==> src/rtl/saper_pkg.sv <==
// saper_pkg: shared minesweeper constants, level helpers, generator FSM states and LFSR taps.
package saper_pkg;
   localparam logic [1:0] LVL_NONE   = 2'd0;
   localparam logic [1:0] LVL_EASY   = 2'd1;
   localparam logic [1:0] LVL_MEDIUM = 2'd2;
   localparam logic [1:0] LVL_HARD   = 2'd3;
   localparam logic [4:0] BOARD_SIZE_EASY   = 5'd8;
   localparam logic [4:0] BOARD_SIZE_MEDIUM = 5'd10;
   localparam logic [4:0] BOARD_SIZE_HARD   = 5'd16;
   localparam logic [5:0] MINES_EASY   = 6'd10;
   localparam logic [5:0] MINES_MEDIUM = 6'd15;
   localparam logic [5:0] MINES_HARD   = 6'd40;
   // Right-shifting Fibonacci form of taps 16,14,13,11 (bits 0,2,3,5).
   localparam logic [15:0] LFSR_TAPS = 16'h002D;
   typedef enum logic [1:0] {ST_IDLE, ST_CLEAR, ST_DRAW, ST_DONE} gen_state_t;
   function automatic logic [4:0] board_size(input logic [1:0] lvl);
      return lvl == LVL_EASY ? BOARD_SIZE_EASY : lvl == LVL_MEDIUM ? BOARD_SIZE_MEDIUM :
             lvl == LVL_HARD ? BOARD_SIZE_HARD : 5'd0;
   endfunction
   function automatic logic [5:0] mine_target(input logic [1:0] lvl);
      return lvl == LVL_EASY ? MINES_EASY : lvl == LVL_MEDIUM ? MINES_MEDIUM :
             lvl == LVL_HARD ? MINES_HARD : 6'd0;
   endfunction
endpackage

==> src/rtl/mine_lfsr.sv <==
// mine_lfsr: free-running 16-bit Fibonacci LFSR; clk/rst (sync, active-high), seed = reset value, out = current state.
module mine_lfsr
   import saper_pkg::*;
(
   input  logic        clk,
   input  logic        rst,
   input  logic [15:0] seed,
   output logic [15:0] out
);
   logic [15:0] lfsr_q, lfsr_d;
   always_comb lfsr_d = {^(lfsr_q & LFSR_TAPS), lfsr_q[15:1]};
   always_ff @(posedge clk) lfsr_q <= rst ? seed : lfsr_d;
   assign out = lfsr_q;
endmodule

==> src/rtl/mine_board_gen.sv <==
// mine_board_gen: places the level's mines at random distinct cells, avoiding the first-clicked field.
//   in : clk, rst (sync, active-high), level (1 easy/2 medium/3 hard, 0 none), start pulse, safe_x/safe_y
//   out: mine_arr_easy/medium/hard [x][y] maps, busy (CLEAR..DRAW), done pulse, mines_placed count
module mine_board_gen
   import saper_pkg::*;
#(
   parameter logic [15:0] LFSR_SEED = 16'hACE1
) (
   input  logic                clk,
   input  logic                rst,
   input  logic [1:0]          level,
   input  logic                start,
   input  logic [4:0]          safe_x,
   input  logic [4:0]          safe_y,
   output logic [7:0][7:0]     mine_arr_easy,
   output logic [9:0][9:0]     mine_arr_medium,
   output logic [15:0][15:0]   mine_arr_hard,
   output logic                busy,
   output logic                done,
   output logic [5:0]          mines_placed
);
   gen_state_t          state_q, state_d;
   logic [1:0]          lvl_q, lvl_d;
   logic [4:0]          sx_q, sx_d, sy_q, sy_d;
   logic [5:0]          cnt_q, cnt_d;
   logic [7:0][7:0]     easy_q, easy_d;
   logic [9:0][9:0]     med_q, med_d;
   logic [15:0][15:0]   hard_q, hard_d;
   logic [15:0]         lfsr;
   logic [4:0]          cx, cy, sz;
   logic                hit, accept;
   mine_lfsr u_lfsr (.clk(clk), .rst(rst), .seed(LFSR_SEED), .out(lfsr));
   assign cx = lfsr[4:0];
   assign cy = lfsr[12:8];
   assign sz = board_size(lvl_q);
   // The array lookup may index past a small board; accept masks that case via the size check.
   assign hit = lvl_q == LVL_EASY ? easy_q[cx[2:0]][cy[2:0]] :
                lvl_q == LVL_MEDIUM ? med_q[cx[3:0]][cy[3:0]] : hard_q[cx[3:0]][cy[3:0]];
   assign accept = state_q == ST_DRAW && cx < sz && cy < sz && !(cx == sx_q && cy == sy_q) && !hit;
   always_ff @(posedge clk) begin
      if (rst) begin
         state_q <= ST_IDLE;
         lvl_q   <= LVL_NONE;
         sx_q    <= '0;
         sy_q    <= '0;
         cnt_q   <= '0;
         easy_q  <= '0;
         med_q   <= '0;
         hard_q  <= '0;
      end else begin
         state_q <= state_d;
         lvl_q   <= lvl_d;
         sx_q    <= sx_d;
         sy_q    <= sy_d;
         cnt_q   <= cnt_d;
         easy_q  <= easy_d;
         med_q   <= med_d;
         hard_q  <= hard_d;
      end
   end
   always_comb begin
      state_d = state_q;
      lvl_d   = lvl_q;
      sx_d    = sx_q;
      sy_d    = sy_q;
      cnt_d   = cnt_q;
      easy_d  = easy_q;
      med_d   = med_q;
      hard_d  = hard_q;
      case (state_q)
         ST_IDLE: if (start && level != LVL_NONE) begin
            state_d = ST_CLEAR;
            lvl_d   = level;
            sx_d    = safe_x;
            sy_d    = safe_y;
         end
         ST_CLEAR: begin
            state_d = ST_DRAW;
            cnt_d   = '0;
            easy_d  = '0;
            med_d   = '0;
            hard_d  = '0;
         end
         ST_DRAW: if (accept) begin
            cnt_d = cnt_q + 6'd1;
            if (lvl_q == LVL_EASY) easy_d[cx[2:0]][cy[2:0]] = 1'b1;
            else if (lvl_q == LVL_MEDIUM) med_d[cx[3:0]][cy[3:0]] = 1'b1;
            else hard_d[cx[3:0]][cy[3:0]] = 1'b1;
            if (cnt_q + 6'd1 == mine_target(lvl_q)) state_d = ST_DONE;
         end
         default: state_d = ST_IDLE;
      endcase
   end
   always_comb begin
      busy = state_q == ST_CLEAR || state_q == ST_DRAW;
      done = state_q == ST_DONE;
   end
   assign mine_arr_easy   = easy_q;
   assign mine_arr_medium = med_q;
   assign mine_arr_hard   = hard_q;
   assign mines_placed    = cnt_q;
endmodule
==> config.mk <==
export PLATFORM = sky130hd
export DESIGN_NAME = mine_board_gen
export DESIGN_NICKNAME = d
export VERILOG_FILES = /design/src/rtl/saper_pkg.sv /design/src/rtl/mine_lfsr.sv /design/src/rtl/mine_board_gen.sv
export SDC_FILE = /design/constraint.sdc
export NUM_CORES = 1
export LEC_CHECK = 0
export BUFFER_PORTS_ARGS = -buffer_cell sky130_fd_sc_hd__buf_2
export CORE_MARGIN = 2
export CORE_UTILIZATION = 35
export CTS_BUF_LIST = sky130_fd_sc_hd__clkbuf_4
export CTS_CLUSTER_SIZE = 12
export DETAILED_ROUTE_END_ITERATION = 6
export PLACE_DENSITY = 0.66
export SLEW_MARGIN = 15
export SYNTH_ARGS = -nofsm -noshare
export SYNTH_HDL_FRONTEND = slang
export SYNTH_SLANG_ARGS = --single-unit
==> constraint.sdc <==
create_clock -name clk -period 4.49 [get_ports clk]
set_clock_uncertainty 0.2 [all_clocks]
set_input_delay 0.898 -clock clk [delete_from_list [all_inputs] [get_ports clk]]
set_output_delay 0.898 -clock clk [all_outputs]
set_load 0.01 [all_outputs]
; ---- Yosys cells after proc, flatten, opt, wreduce, memory -nomap -nowiden
; Index checks and enable logic that the tools add are counted.
[totals]
n_memories = 0
rom_bits = 0
input_bits = 15
register_bits = 456
ram_bits = 0
latch_bits = 0
[op_classes]
n_mul = 0
div_mod_pow = 0
shift = 0
muxes = 47
n_eq_ne = 16
reduce_logical = 23
add_sub_neg = 1
n_bitwise = 3
order_cmp = 10
[ops]
columns = cell, count
row1 = 2-to-1 mux 256 bit, 3
row2 = one-hot mux 256 bit (2 select lines), 1
row3 = 2-to-1 mux 100 bit, 3
row4 = bitwise OR 256 bit, 1
row5 = one-hot mux 100 bit (2 select lines), 1
row6 = 2-to-1 mux 64 bit, 2
row7 = one-hot mux 64 bit (2 select lines), 1
row8 = bitwise OR 100 bit, 1
row9 = binary-select mux 16 bit (select 4 bit), 1
row10 = demux 16 bit (select 4 bit), 1
row11 = bitwise OR 64 bit, 1
row12 = binary-select mux 10 bit (select 4 bit), 1
row13 = demux 10 bit (select 4 bit), 1
row14 = 2-to-1 mux 16 bit, 2
row15 = binary-select mux 8 bit (select 3 bit), 1
row16 = demux 8 bit (select 3 bit), 1
row17 = 2-to-1 mux 6 bit, 4
row18 = 2-to-1 mux 10 bit, 2
row19 = 2-to-1 mux 8 bit, 2
row20 = XOR reduction 16 bit, 1
row21 = 2-to-1 mux 5 bit, 3
row22 = "inequality test 2 bit, second input constant", 7
row23 = one-hot mux 6 bit (2 select lines), 1
row24 = equality test 5 bit, 2
row25 = 24 further kinds, 56

; ---- Logic depth before layout (Yosys ltp)
[logic_depth]
depth_word = 11
ltp_mapped = 16
mapped_depth_nobuf = 12

; ---- Cells and area by module
; Synthesis repeated with hierarchy kept, for this count alone.
[unflattened]
cells_unflattened = 2255
area_unflattened_um2 = 20360.8
[by_module_without_submodules]
columns = module, area_per_inst_um2, n_inst, cells_each
row1 = mine_board_gen, 19775.2, 1, 2217
row2 = mine_lfsr, 585.6, 1, 38

; ---- Least setup slack after synthesis
; No wires, ideal clock.
[synth_path]
path_type = register to register
startpoint = reg u_lfsr.lfsr_q[0], in the netlist u_lfsr.out[0]
endpoint = reg cnt_q[4], in the netlist mines_placed[4]
setup_ns = 0.129
stages_incl_launch_ff = 15
slack_ns = 1.265
arrival_ns = 2.896
path_buffers = 6
cell_sequence = dfxtp_1 -> buf_6 -> buf_6 -> buf_6 -> buf_6 -> buf_4 -> mux4_2 -> nand2_1 -> a21oi_1 -> o41ai_2 -> or2_1 -> o211ai_1 -> buf_2 -> o211ai_1 -> o41ai_2
[synth_via]
elab_chain_cells = 10
[synth_rtl]
columns = item, line
row1 = from (decl), mine_lfsr.sv:10  ; logic [15:0] lfsr_q, lfsr_d;
row2 = from (signal assigned), mine_lfsr.sv:12  ; always_ff @(posedge clk) lfsr_q <= rst ? seed : lfsr_d;
row3 = binary-select mux 16 bit (select 4 bit) or binary-select mux 10 bit (select 4 bit) (tied branches), mine_board_gen.sv:38  ; lvl_q == LVL_MEDIUM ? med_q[cx[3:0]][cy[3:0]] : hard_q[cx[3:0]][cy[3:0]];
row4 = 2-to-1 mux 16 bit (not written as such) or 2-to-1 mux 10 bit (tied branches), mine_board_gen.sv:38
row5 = binary-select mux 1 bit (select 4 bit), mine_board_gen.sv:38
row6 = 2-to-1 mux 1 bit (not written as such), mine_board_gen.sv:38
row7 = 2-to-1 mux 1 bit, mine_board_gen.sv:38
row8 = 2-to-1 mux 1 bit, mine_board_gen.sv:37  ; assign hit = lvl_q == LVL_EASY ? easy_q[cx[2:0]][cy[2:0]] :
row9 = logical NOT 1 bit, mine_board_gen.sv:39  ; assign accept = state_q == ST_DRAW && cx < sz && cy < sz && !(cx == sx_q && cy == sy_q) && !hit;
row10 = logical AND 1 bit *, mine_board_gen.sv:39
row11 = inequality test 2 bit (no source line) *, n/a
row12 = AND reduction 2 bit (no source line) *, n/a
row13 = to (signal assigned), mine_board_gen.sv:55  ; cnt_q <= cnt_d;
row14 = to (decl), mine_board_gen.sv:25  ; logic [5:0] cnt_q, cnt_d;
; Mark *: on every way between the ends. The rest lies on a longest branch, timed or not. The select of a mux whose other input is x is not followed.
; A chain may end at the register's enable or synchronous reset.

; ---- Worst setup path after layout
[layout_path]
startpoint = reg u_lfsr.lfsr_q[1], in the netlist u_lfsr.out[1]
endpoint = reg easy_q, in the netlist mine_arr_easy[56]
[layout_via]
elab_chain_cells = 10
[layout_rtl]
columns = item, line
row1 = binary-select mux 16 bit (select 4 bit) or binary-select mux 10 bit (select 4 bit) (tied branches), mine_board_gen.sv:38
row2 = 2-to-1 mux 16 bit (not written as such) or 2-to-1 mux 10 bit (tied branches), mine_board_gen.sv:38
row3 = binary-select mux 1 bit (select 4 bit), mine_board_gen.sv:38
row4 = 2-to-1 mux 1 bit (not written as such), mine_board_gen.sv:38
row5 = 2-to-1 mux 1 bit, mine_board_gen.sv:38
row6 = 2-to-1 mux 1 bit, mine_board_gen.sv:37
row7 = logical NOT 1 bit, mine_board_gen.sv:39
row8 = logical AND 1 bit, mine_board_gen.sv:39
row9 = inequality test 2 bit (no source line), n/a
row10 = AND reduction 3 bit (no source line), n/a
row11 = to (signal assigned), mine_board_gen.sv:56  ; easy_q <= easy_d;
row12 = to (decl), mine_board_gen.sv:26  ; logic [7:0][7:0] easy_q, easy_d;
; Parallel ways exist; a longest one is shown, timed or not. The select of a mux whose other input is x is not followed.

==> key figures <==
Status
  – Outcome: finished clean

Power and ir drop
  – PD cells: 384 nW/um2
  – Leakage: 9.99 nW
  – Worst VDD drop: 0.282 mV

Clock tree
  – Htree depth: 3
  – CTS sink count: 456
  – Worst skew pair latency: 0.89 ns
  – Clock transition at path regs: approximately 0.07 ns
  – Clock Path Buffers: 3
  – CTS tree: yes
  – Root buffer cell: clkbuf_4
  – CTS Buf Count: around 120
  – Post-CTS Setup Bufs: 0

Synth
  – Post-synth top cells: 456 x dfxtp_1, 243 x nand2_1, 184 x a32o_1, 105 x clkbuf_1, 95 x nor2_1
  – EDFF count, synth: 0
  – Yosys cell types: 70
  – Async set or reset register ratio after synthesis: 0%
  – Cell taking the most area after synthesis: dfxtp_1
  – Most common cell in the netlist: dfxtp_1
  – Compound-cell area share of the yosys netlist: a little over 20%
  – Dominant synthesized flop cell: dfxtp_1
  – Yosys warnings: 0
  – Post-synth net total: 1854
  – Post-Synthesis Cells: 1822
  – Combinational family with the most area after synthesis: compound AO/OA/AOI/OAI gates
  – Synth Cell Area: 19200 um2
  – Synthesized-area fraction occupied by xor and xnor cells: 0.776%
  – Post-synthesis mux area share: between 10 and 15%
  – Adder-cell share of the synthesized area: 1.16%
  – Simple-Gate Fraction of Synth Area: 10.9%
  – Yosys reg bits: about 460
  – Area contributors post-synth: dfxtp_1 48%, mux4_2 11%, a32o_1 9.6%
  – Area share of the largest cell type after synthesis: 47.6%
  – Seq/Total Area, Yosys: 47.6%
  – Syn avg cell area: 10.5 um2

Global route
  – Largest net degree at the start of global routing: 132
  – GRT Overall Usage: about 28%
  – Initial antenna violation count: 3
  – Total gr overflow: 0
  – Vias in the first global route: 17300
  – First-pass GRT wire length: 118 mm

Setup path
  – CP Class: flip-flop to flip-flop
  – Worst EP required: 5.07 ns
  – Crit start category: flip-flop
  – Worst path slowest cell: dfxtp_4
  – Largest stage delay, worst path: about 0.82 ns
  – Worst EP arrival: 4.78 ns
  – CP endpoint kind: flip-flop
  – Cell Chain, Critical Path: buf_4 > mux4_2 > mux2i_1 > o21a_1 > nor2_1 > o41ai_2 > a31oi_1 > nor2_1 > nand2_1 > o21ai_1
  – CP most frequent cell: nor2_1
  – CP Max Fanout: 54

Finish
  – Share of layout cells above drive strength 1: 35.4%
  – # nets final: 2323
  – Filler Cell Count: 5230
  – Layout area overhead: 23.3%

Routing
  – Final WL: 82.2 mm
  – DRC Markers: 0
  – DR iter-0 viols: 2094
  – Wire per inst: 26.8 um
  – DRT Pass-1 Iters: 6
  – Routed vias: 18000
  – Vias per cell: 5.88
  – ANT nets after route: 0

Placement
  – Port bufs: ~440
  – Global placement routability congestion: around 0.9
  – Dpl hpwl: between 50 and 60 mm

Floorplan
  – Die width: 238 um
  – Initial Utilization: a little over a third
  – Ports: roughly 440
  – Die Y: around 240 um
  – Core region area: 54000 um2
  – Die area: ~57000 um2
  – Row cnt: 85

Timing
  – Hold slack final: 0.0953 ns
  – Hold Vio Cnt, Final: 0
  – Fin. max-slew vios: 0
  – Final min period: roughly 4.2 ns
  – Tcrit/Tclk final: 93.6%
  – Slew at the pin with the worst max-slew slack: 0.997 ns
  – Slew Limit Headroom: 33.5%
  – RSZ-0062 raised after global routing: no
  – Setup TNS: 0 ns
  – Final setup fails: 0
  – Fmax: approximately 240 MHz

Job
  – Max Cap Viol: 0

Hold path
  – Hold crit path type: primary input to flip-flop
## report_power, final
part / leakage (nW) / total, W / internal, W / switching (W)
Clock: 0.846 / 0.00344 / 0.00177 / 0.00168
Sequential: 3.68 / 0.00415 / 0.00409 / 0.0000583
Combinational: 5.46 / 0.00148 / 0.000379 / 0.00110
Total: 9.99 / 0.00907 / 0.00623 / 0.00284
## per-stage QoR
step | std cells | cell area (um2) | setup WS, ns | total power (W) | utilization (%)
6_report | 3065 | 23700 | 0.285 | 0.00907 | 43.8
3_5_place_dp | 2861 | 22200 | 0.206 | 0.00567 | 41.1
2_1_floorplan | 1822 | 19200 | 1.26 | 0.00523 | -
5_1_grt | 3064 | 23700 | 0.186 | 0.00944 | 43.8
3_3_place_gp | 2861 | 22200 | 0.303 | 0.00564 | 41.1
4_1_cts | 3062 | 23600 | 0.212 | 0.00911 | 43.8
## final cells by class
class	count	area (um2)	area share [%]
inverter	13	48.8	0.206
antenna	3	7.51	0.0317
sequential	456	9140	38.6
clock buffer	177	1330	5.62
timing repair buffer	526	3010	12.7
clock inverter	19	72.6	0.307
multi-input combinational	1175	9180	38.8
tap	696	871	3.68
## what timing repair did
item / CTS / global route
hold buffers: 5 / 0
gates resized for setup: 0 / 1
hold endpoints to repair: 5 / 0
setup endpoints to repair: 0 / 25
## flip-flops by register name, indices dropped and copies added, names as in the netlist
signal and cells:
mines_placed 6, state_q 2, u_lfsr.out 16, mine_arr_easy 64
sx_q 5, mine_arr_medium 100, sy_q 5, mine_arr_hard 256
lvl_q 2
## layer usage
metal,track usage [%],share of wire (%),vias up
li1,-,-,7853
met1,36.3,40,9006
met2,44.7,46,1017
met3,7.47,10,160
met4,10.1,3.1,0
met5,0,0,-
## logic make-up (layout without fill, tap and decap cells)
group / count (synthesis) / count (layout)
AOI/OAI and AO/OA: 514 / 514
xor gates and xnor gates: 17 / 17
adders and majority gates: 18 / 18
buffers and inverters: 191 / 735
DFF: 456 / 456
muxes: 156 / 156
other: 0 / 3
and+or+nand+nor: 470 / 470
## worst max-delay path: cells and delay by family (launching register included)
kind / cells / cell delay, ns
buffers and inverters: 1 / 0.49
multiplexers: 2 / 0.59
AND/OR/NAND/NOR: 3 / 0.62
flip-flops: 1 / 0.82
AO/OA/AOI/OAI: 4 / 1.36
## worst paths after layout
kind / start / to / slack (ns) / cells past startpoint
max: u_lfsr.out[1] / mine_arr_easy[56] / 0.29 / 10
min: safe_x[1] / sx_q[1] / 0.1 / 3
max reg2reg: u_lfsr.out[1] / mine_arr_easy[56] / 0.29 / 10
min reg2reg: u_lfsr.out[7] / u_lfsr.out[6] / 0.21 / 1
## cell usage in the layout (no fill, tap or decap), drive strengths merged, types with 6 or more instances in the layout
cell / instances
nand2: 243
nand3: 23
a21oi: 40
or2: 13
inv: 12
mux2i: 60
nor2: 96
a22oi: 6
o31ai: 51
mux4: 91
o22ai: 11
nor2b: 19
ha: 17
nor3: 9
nand2b: 16
and3: 6
and2: 18
o21ai: 142
xor2: 11
a31oi: 12
clkbuf: 177
a32o: 184
clkinv: 20
dfxtp: 456
buf: 521
a22o: 26
o211ai: 7
xnor2: 6
(Power assumes the default switching activity.)
